==> config.mk <==
export PLATFORM = sky130hd
export DESIGN_NAME = reg_write_ctrl
export DESIGN_NICKNAME = d
export VERILOG_FILES = /design/src/rtl/reg_write_ctrl_pkg.sv /design/src/rtl/rwc_onehot_dec.sv /design/src/rtl/reg_write_ctrl.sv
export SDC_FILE = /design/constraint.sdc
export NUM_CORES = 1
export LEC_CHECK = 0
export CAP_MARGIN = 15
export CORE_MARGIN = 2
export CORE_UTILIZATION = 41
export CTS_CLUSTER_SIZE = 16
export DETAILED_ROUTE_END_ITERATION = 7
export PLACE_DENSITY = 0.79
export SYNTH_ARGS = -nofsm -noshare
export SYNTH_HDL_FRONTEND = slang
export SYNTH_HIERARCHICAL = 1
export SYNTH_SLANG_ARGS = --single-unit
==> constraint.sdc <==
create_clock -name clock -period 1.8 [get_ports clock]
set_input_delay 0.18 -clock clock [delete_from_list [all_inputs] [get_ports clock]]
set_output_delay 0.18 -clock clock [all_outputs]
set_load 0.02 [all_outputs]
==> src/rtl/reg_write_ctrl_pkg.sv <==
// rtl/reg_write_ctrl_pkg.sv - shared constants and decode helper for the register write-port controller
//
// Contents:
//   LATENCY_MIN / LATENCY_MAX : legal pipeline depth range
//   COMMIT_CNT_W              : width of the committed-write counter
//   onehot_bit()              : one bit of an enabled one-hot decode
package reg_write_ctrl_pkg;

  localparam int unsigned LATENCY_MIN  = 1;
  localparam int unsigned LATENCY_MAX  = 4;
  localparam int unsigned COMMIT_CNT_W = 16;

  // Bit 'pos' of onehot(idx) gated by en. Written per bit so the decoder
  // can be elaborated for any ADDR_W without a fixed-width return type.
  function automatic logic onehot_bit(input int unsigned idx,
                                      input int unsigned pos,
                                      input logic        en);
    return en && (idx == pos);
  endfunction

endpackage

==> src/rtl/rwc_onehot_dec.sv <==
// rtl/rwc_onehot_dec.sv - ADDR_W to NUM_REGS one-hot decoder with enable
//
// Ports:
//   en_i   in  1         decode enable; output is all zero when low
//   idx_i  in  ADDR_W    index to decode
//   dec_o  out NUM_REGS  one-hot result, bit idx_i set when enabled
module rwc_onehot_dec
  import reg_write_ctrl_pkg::*;
#(
  parameter  int unsigned ADDR_W   = 2,
  localparam int unsigned NUM_REGS = 2 ** ADDR_W
) (
  input  logic                en_i,
  input  logic [ADDR_W-1:0]   idx_i,
  output logic [NUM_REGS-1:0] dec_o
);

  for (genvar i = 0; i < NUM_REGS; i++) begin : g_bit
    assign dec_o[i] = onehot_bit(32'(idx_i), i, en_i);
  end

endmodule

==> src/rtl/reg_write_ctrl.sv <==
// rtl/reg_write_ctrl.sv - register-file write-port controller with pipeline and hazard tracking
//
// Optional feature macro: REG_WRITE_CTRL_ZERO_REG_EN (register 0 hardwired,
// writes to it are accepted and dropped).
//
// Ports:
//   clock       in  1            system clock, rising edge
//   reset       in  1            synchronous active-high reset
//   req_valid   in  1            write-back request present
//   req_ready   out 1            request can be accepted this cycle
//   req_rd      in  ADDR_W       destination register index
//   req_data    in  DATA_W       data to write
//   wb_ready    in  1            register file commits this cycle
//   flush       in  1            discard all in-flight writes
//   rs_a        in  ADDR_W       source index A for hazard check
//   rs_b        in  ADDR_W       source index B for hazard check
//   reg_we      out NUM_REGS     one-hot write enable
//   wr_data     out DATA_W       data accompanying reg_we
//   pending     out NUM_REGS     registers targeted by any valid stage
//   hazard_a    out 1            pending[rs_a]
//   hazard_b    out 1            pending[rs_b]
//   commit_cnt  out 16           committed writes, wraps
module reg_write_ctrl
  import reg_write_ctrl_pkg::*;
#(
  parameter  int unsigned ADDR_W   = 2,
  parameter  int unsigned DATA_W   = 8,
  parameter  int unsigned LATENCY  = 1,
  localparam int unsigned NUM_REGS = 2 ** ADDR_W
) (
  input  logic                    clock,
  input  logic                    reset,
  input  logic                    req_valid,
  output logic                    req_ready,
  input  logic [ADDR_W-1:0]       req_rd,
  input  logic [DATA_W-1:0]       req_data,
  input  logic                    wb_ready,
  input  logic                    flush,
  input  logic [ADDR_W-1:0]       rs_a,
  input  logic [ADDR_W-1:0]       rs_b,
  output logic [NUM_REGS-1:0]     reg_we,
  output logic [DATA_W-1:0]       wr_data,
  output logic [NUM_REGS-1:0]     pending,
  output logic                    hazard_a,
  output logic                    hazard_b,
  output logic [COMMIT_CNT_W-1:0] commit_cnt
);

  if ((LATENCY < LATENCY_MIN) || (LATENCY > LATENCY_MAX)) begin : g_bad_latency
    $error("reg_write_ctrl: LATENCY must be within 1..4");
  end

  typedef struct packed {
    logic              valid;
    logic [ADDR_W-1:0] rd;
    logic [DATA_W-1:0] data;
  } stage_t;

  // Index 0 is the entry stage, LATENCY-1 drives the register file.
  stage_t                  stage_q [LATENCY];
  stage_t                  stage_d [LATENCY];
  logic [COMMIT_CNT_W-1:0] cnt_q;
  logic [COMMIT_CNT_W-1:0] cnt_d;

  logic                    valid_last;
  logic                    adv;
  logic                    accept;
  logic                    load_valid;
  logic                    commit;
  logic [NUM_REGS-1:0]     stage_dec [LATENCY];
  logic [NUM_REGS-1:0]     pending_w;

  assign valid_last = stage_q[LATENCY-1].valid;
  // An empty final stage never blocks; a full one moves only on commit.
  assign adv        = !valid_last || wb_ready;
  assign req_ready  = adv && !reset && !flush;
  assign accept     = req_valid && req_ready;
  assign commit     = valid_last && wb_ready;

`ifdef REG_WRITE_CTRL_ZERO_REG_EN
  // Writes to the hardwired zero register are consumed but enter as bubbles,
  // so they never reach reg_we, pending or the commit counter.
  assign load_valid = accept && (req_rd != '0);
`else
  assign load_valid = accept;
`endif

  always_comb begin
    stage_d = stage_q;
    if (flush) begin
      for (int s = 0; s < LATENCY; s++) begin
        stage_d[s].valid = 1'b0;
      end
    end else if (adv) begin
      stage_d[0].valid = load_valid;
      stage_d[0].rd    = req_rd;
      stage_d[0].data  = req_data;
      for (int s = 1; s < LATENCY; s++) begin
        stage_d[s] = stage_q[s-1];
      end
    end
  end

  // A commit in a flush cycle still happened at the register file.
  always_comb begin
    cnt_d = cnt_q;
    if (commit) begin
      cnt_d = cnt_q + COMMIT_CNT_W'(1);
    end
  end

  always_ff @(posedge clock) begin
    if (reset) begin
      for (int s = 0; s < LATENCY; s++) begin
        stage_q[s].valid <= 1'b0;
      end
      cnt_q <= '0;
    end else begin
      stage_q <= stage_d;
      cnt_q   <= cnt_d;
    end
  end

  // One decoder per stage; the final stage's decode doubles as reg_we.
  for (genvar s = 0; s < LATENCY; s++) begin : g_stage_dec
    rwc_onehot_dec #(
      .ADDR_W (ADDR_W)
    ) u_dec (
      .en_i  (stage_q[s].valid),
      .idx_i (stage_q[s].rd),
      .dec_o (stage_dec[s])
    );
  end

  always_comb begin
    pending_w = '0;
    for (int s = 0; s < LATENCY; s++) begin
      pending_w = pending_w | stage_dec[s];
    end
  end

  assign reg_we     = stage_dec[LATENCY-1];
  assign wr_data    = stage_q[LATENCY-1].data;
  assign pending    = pending_w;
  assign hazard_a   = pending_w[rs_a];
  assign hazard_b   = pending_w[rs_b];
  assign commit_cnt = cnt_q;

endmodule

==> out/results.txt, run 1 <==
outcome -> complete, but fails checks
failing checks -> DRC, setup timing
reg2reg end -> commit_cnt[15]
CTS Hold Bufs -> 0
RSZ-0062 raised after global routing -> yes
Peak VDD IR -> 0.3414 mV
EDFF count, synth -> 10
busiest layer in global routing -> met2
hold path depth -> 1
R2R Path Start -> commit_cnt[5]
ys async rst share -> 0%
Vias -> 1,082
Iteration-0 DRC Markers -> 19
antenna violations before repair -> 0
Gate power share -> 11.7%
Initial Util -> 44.07%
CTS clk-pin slew, worst paths -> 0.14 ns
syn_nets -> 135
GR Util met3 -> 4.176%
headroom to the max-slew limit -> 76.17%
final hold violation count -> 0
synthesized netlist cell count -> 115
CTS buffer count -> 3
Routed WL -> 2848 um
leakage -> 0.7243 nW
Yosys top cell by area -> dfxtp_1
Area Overhead vs Synth -> 52.23%
Min-Delay Endpoint -> wr_data[2]
Core Footprint -> 2805 um^2
clock power share -> 25.4%
DIE AREA -> 3470 um^2
FP Rows -> 19
DIE WIDTH -> 58.91 um
IO Count -> 54
worst reg2reg path depth -> 4
Final Net Count -> 198
NetSw -> 232.6 uW
Pwr Density -> 547.7 nW/um^2
later-pin clock latency in the skew report -> 0.32 ns
WP data arrival -> 1.64 ns
top cell type's share of synthesized area -> 27.53%
met2 usage -> 30.79%
CP max FO -> 4
port bufs -> 53
Tmin final -> 1.821 ns
Slowest cell on crit path -> edfxtp_1
register area share after synthesis -> 51.82%
Max clock buf depth -> 2
Post-synth top flop -> dfxtp_1
post-route ant nets -> 0
hold path start -> req_data[2]
1st-pass router iterations -> 8
Internal Power -> 798.0 uW
final worst slack -> -0.02142 ns
cell with the most instances after synthesis -> dfxtp_1
dpl hpwl -> 2234 um
worst hold path type -> primary input to flip-flop
grt ovf -> 0
Post-Layout Cell Count -> 208
root buffer cell -> clkbuf_4
max cap viols -> 0
Die Y -> 58.91 um
cell family with most CP delay -> flip-flops
cell chain of the critical path -> and3b_2 -> mux4_2 -> buf_2
syn_area_per_cell -> 10.75 um^2
clock net sink count -> 27
Remaining DRCs -> 8
Fin Setup TNS -> -0.03275 ns
CTS H-Tree Depth -> 1
WL per Instance -> 13.69 um
Required @ worst endpoint -> 1.62 ns
crit path launch type -> flip-flop
synth unique cells -> 29
Post-Synthesis Cell Area -> 1236 um^2
Critical Path End Type -> output pin
Tightest Pin Transition -> 0.3542 ns
CP Class -> flip-flop to output pin
FMAX -> 0.5490 GHz
Critical Path Max Stage Delay -> 0.46 ns
yosys warns -> 6
setup slack, reg-to-reg -> 0.13 ns
DP Cell Count -> 203
GP Congestion -> 0.6965
TritonCTS clock tree -> built
Yosys reg bits -> 27
first-pass GRT wire length -> 4498 um
Crit path buffers/inverters -> 1
Seq pwr share -> 62.9%
Slew Viols, Final -> 0
Worst Clk Skew -> 0.005128 ns
Switching Fraction -> 22.57%
Final period util -> 101.2%
Setup Viol. Count Final -> 2
vias per inst -> 5.202
number of global-route vias before repair -> 1,062
Diodes inserted -> 0
largest net degree at the start of global routing -> 19
Synth top cells by count -> dfxtp_1, buf_4, nor2_1
GR Util met1 -> 19.41%
Tot GR Track Use -> 17.03%
Synth area leaders -> dfxtp_1, edfxtp_1, buf_4
share of cells above drive strength 1 -> 23.73%
-- worst reg2reg max path, stage by stage (launching register included) --
cell,delay [ns]
dfxtp_2,0.41
nand4_2,0.12
or3_4,0.43
or4_1,0.50
a21oi_1,0.15
-- timing repair --
action                                  in CTS  in global routing
setup buffers                                1                  0
endpoints found under the setup margin      11                  3
resized for setup                           21                  5
pin swaps                                    2                  0
-- area by class of cell --
cell class                 instances  area [um^2]
fill                             217        923.4
timing repair buffer              72        658.1
sequential                        27        651.9
multi-input combinational         74        503.0
tap                               31        38.79
clock buffer                       3        22.52
clock inverter                     1        7.507
-- stage by stage --
step	hold WS (ns)	instance area (um^2)	total power, mW	util (%)	worst slack [ns]
after floorplan	0.2568	1239	0.7157	-	0.01848
after CTS	0.3823	1873	1.050	66.77	-0.04760
final	0.3988	1882	1.031	67.08	-0.02142
after global placement	0.4610	1846	0.7851	65.79	-0.08022
after detailed placement	0.4893	1846	0.7879	65.79	-0.09683
after global routing	0.3707	1882	1.077	67.08	-0.09051
-- worst max path at each step --
stage	start	slack [ns]	end	cells past startpoint
final	stage_q[8]	-0.02	hazard_b	3
after global routing	stage_q[8]	-0.09	hazard_b	3
after CTS	stage_q[8]	-0.05	hazard_b	3
after detailed placement	rs_b[0]	-0.1	hazard_b	3
after global placement	rs_a[0]	-0.08	hazard_a	3
after floorplan	commit_cnt[5]	0.02	commit_cnt[15]	4
-- power groups by stage --
stage / Clock, mW / Combinational [mW] / Sequential, mW
after floorplan: 0 / 0.0484 / 0.667
after global placement: 0 / 0.121 / 0.664
after detailed placement: 0 / 0.123 / 0.665
after CTS: 0.277 / 0.121 / 0.652
after global routing: 0.300 / 0.127 / 0.650
final: 0.262 / 0.120 / 0.648
-- placed cells by master (no fill, tap or decap), types with 3 or more instances in the layout --
cell	instances
edfxtp_1	10
nor2_1	11
xor2_1	8
nand4_1	3
nor3_1	4
a21oi_1	6
dfxtp_1	12
nand2_1	8
clkbuf_4	3
clkdlybuf4s50_1	42
buf_4	19
dlygate4sd2_1	9
dfxtp_2	3
nand3_1	8
o21ai_0	3
-- kinds of logic (layout without fill, tap and decap cells) --
family / count (synthesis) / count (layout) / share of synthesized area [%]
simple gates: 50 / 50 / 23.69
flops: 27 / 27 / 51.82
buf+inv: 14 / 76 / 7.895
compound gates: 11 / 11 / 4.858
xor+xnor: 10 / 10 / 7.086
mux: 2 / 2 / 3.643
fa+ha+maj: 1 / 1 / 1.012
-- routing by layer --
layer / wire length [um] / part of all wire (%)
met1: 1140 / 40
met2: 1390 / 49
met3: 291 / 10
met4: 25 / 0.88
met5: 0 / 0
-- registers in the layout, summed over array words and instances, names as in the netlist --
signal	flops
commit_cnt	16
stage_q	2
valid_last	1
wr_data	8
(Power assumes the default switching activity.)
==> inputs of run 2 (changes only) <==
Settings changed: CORE_ASPECT_RATIO from default to 2.
==> run 2 against run 1 <==
Effect of this change:
- the flow now finishes without violations
- clock power rose by 31%
- largest cell class unchanged
- highest routed layer unchanged
- final area is 0.60% higher
- wire length grew 8.3%
- critical endpoint unchanged
- total power up 8.3%
- combinational power is essentially flat
- die area increased by 0.76%
- setup slack better by 0.076 ns
==> out/results.txt, run 2 (same netlist as run 1, synthesis figures left out) <==
commonest non-fill, non-tap cell in the layout -> clkdlybuf4s50_1
Tot GR Track Use -> 18.99%
max cap viols -> 0
Max clock buf depth -> 2
CTS H-Tree Depth -> 1
Final Net Count -> 198
CTS buffer count -> 3
met2 routed WL -> 1751 um
Required @ worst endpoint -> 1.62 ns
most frequent cells in the layout -> clkdlybuf4s50_1, buf_4, dfxtp_1
design area -> 1893 um^2
TritonCTS clock tree -> built
Setup Viol. Count Final -> 0
Peak VDD IR -> 0.5884 mV
later-pin clock latency in the skew report -> 0.27 ns
met1 WL -> 1091 um
Core Footprint -> 2908 um^2
setup slack, reg-to-reg -> 0.05 ns
outcome -> completed
top sig layer -> met4
number of global-route vias before repair -> 1,146
Hold Worst Slack -> 0.4545 ns
met3 wire length -> 171 um
final hold violation count -> 0
fill count -> 254
max reg flops -> 16
vias per inst -> 5.266
clock net sink count -> 27
hold path start -> req_data[1]
DIE WIDTH -> 42.83 um
largest net degree at the start of global routing -> 19
FMAX -> 0.5728 GHz
CP max FO -> 4
Die Y -> 81.66 um
hold path depth -> 1
Area after DPL -> 1844 um^2
CP Class -> flip-flop to output pin
Vias -> 1,090
post-route ant nets -> 0
FP Rows -> 28
RSZ-0062 raised after global routing -> yes
worst hold path type -> primary input to flip-flop
Min-Delay Endpoint -> wr_data[1]
headroom to the max-slew limit -> 78.67%
Diodes inserted -> 0
port bufs -> 53
R2R Path Start -> commit_cnt[5]
Routed WL -> 3085 um
first-pass GRT wire length -> 5043 um
Tmin final -> 1.746 ns
IO Count -> 54
Fin Setup TNS -> 0 ns
WP data arrival -> 1.57 ns
Tightest Pin Transition -> 0.3171 ns
reg2reg end -> commit_cnt[15]
DIE AREA -> 3497 um^2
Remaining DRCs -> 0
share of cells above drive strength 1 -> 22.03%
1st-pass router iterations -> 4
Initial Util -> 42.51%
Critical Path End Type -> output pin
Slew Viols, Final -> 0
crit path launch type -> flip-flop
WL per Instance -> 14.90 um
GP Congestion -> 0.7039
grt ovf -> 0
Pwr Density -> 589.5 nW/um^2
Tot Pwr -> 1.116 mW
antenna violations before repair -> 0
root buffer cell -> clkbuf_8
Iteration-0 DRC Markers -> 17
CTS clk-pin slew, worst paths -> 0.09 ns
dpl hpwl -> 2491 um
worst reg2reg path depth -> 4
Final period util -> 96.99%
Area Overhead vs Synth -> 53.14%
leakage -> 0.7388 nW
Worst Clk Skew -> 0.005984 ns
## run 2: critical path: stages (launching register included)
cell and delay [ns]:
edfxtp_1 0.43, and3_2 0.24, mux4_2 0.46, buf_2 0.17
## run 2: worst max path at each step
| stage | endpoint | slack [ns] | from |
|---|---|---|---|
| 2_1_floorplan | commit_cnt[15] | 0.02 | commit_cnt[5] |
| 3_3_place_gp | hazard_b | -0.08 | rs_b[0] |
| 3_5_place_dp | hazard_a | -0.1 | rs_a[0] |
| 4_1_cts | pending[1] | 0.0003 | stage_q[9] |
| 5_1_grt | hazard_a | -0.006 | stage_q[9] |
| 6_report | hazard_b | 0.05 | stage_q[9] |
## run 2: timing repair
action,CTS,global route
pin swaps,0,0
endpoints found under the setup margin,9,6
setup buffers,0,1
gates resized for setup,14,3
hold buffers,0,0
gates cloned,0,0
## run 2: stage by stage
stage               worst slack [ns]  util (%)  instances
global placement            -0.07819     63.43        202
CTS                        0.0003205     64.50        206
finish                       0.05420     65.10        207
global route               -0.006049     65.10        207
detailed placement          -0.09978     63.43        202
floorplan                    0.01848         -        115
## run 2: final cells by class
class / count / area (um^2) / share of cell area, %
clock buffers: 3 / 41.29 / 2.181
clock inverters: 1 / 7.507 / 0.3966
multi-input cells: 74 / 504.2 / 26.64
flip-flops and latches: 27 / 644.4 / 34.04
well taps: 30 / 37.54 / 1.983
repair buffers: 72 / 658.1 / 34.77
## run 2: routing by layer
| metal | vias to the layer above | GRT usage, % |
|---|---|---|
| li1 | 530 | - |
| met1 | 508 | 17.43 |
| met4 | 0 | 9.375 |
| met5 | - | 0 |
| met3 | 6 | 1.978 |
| met2 | 46 | 38.79 |
## run 2: report_power, final
group          leakage (nW)  internal [mW]  switching (mW)
logic                 0.485         0.0709          0.0517
clock network        0.0217          0.157           0.186
registers             0.232          0.646         0.00505
==> inputs of run 3 (changes only) <==
Settings changed: GPL_ROUTABILITY_DRIVEN from default to 0.
==> results of run 3 <==
Final layout, timing and power as in run 2 (identical DEF).
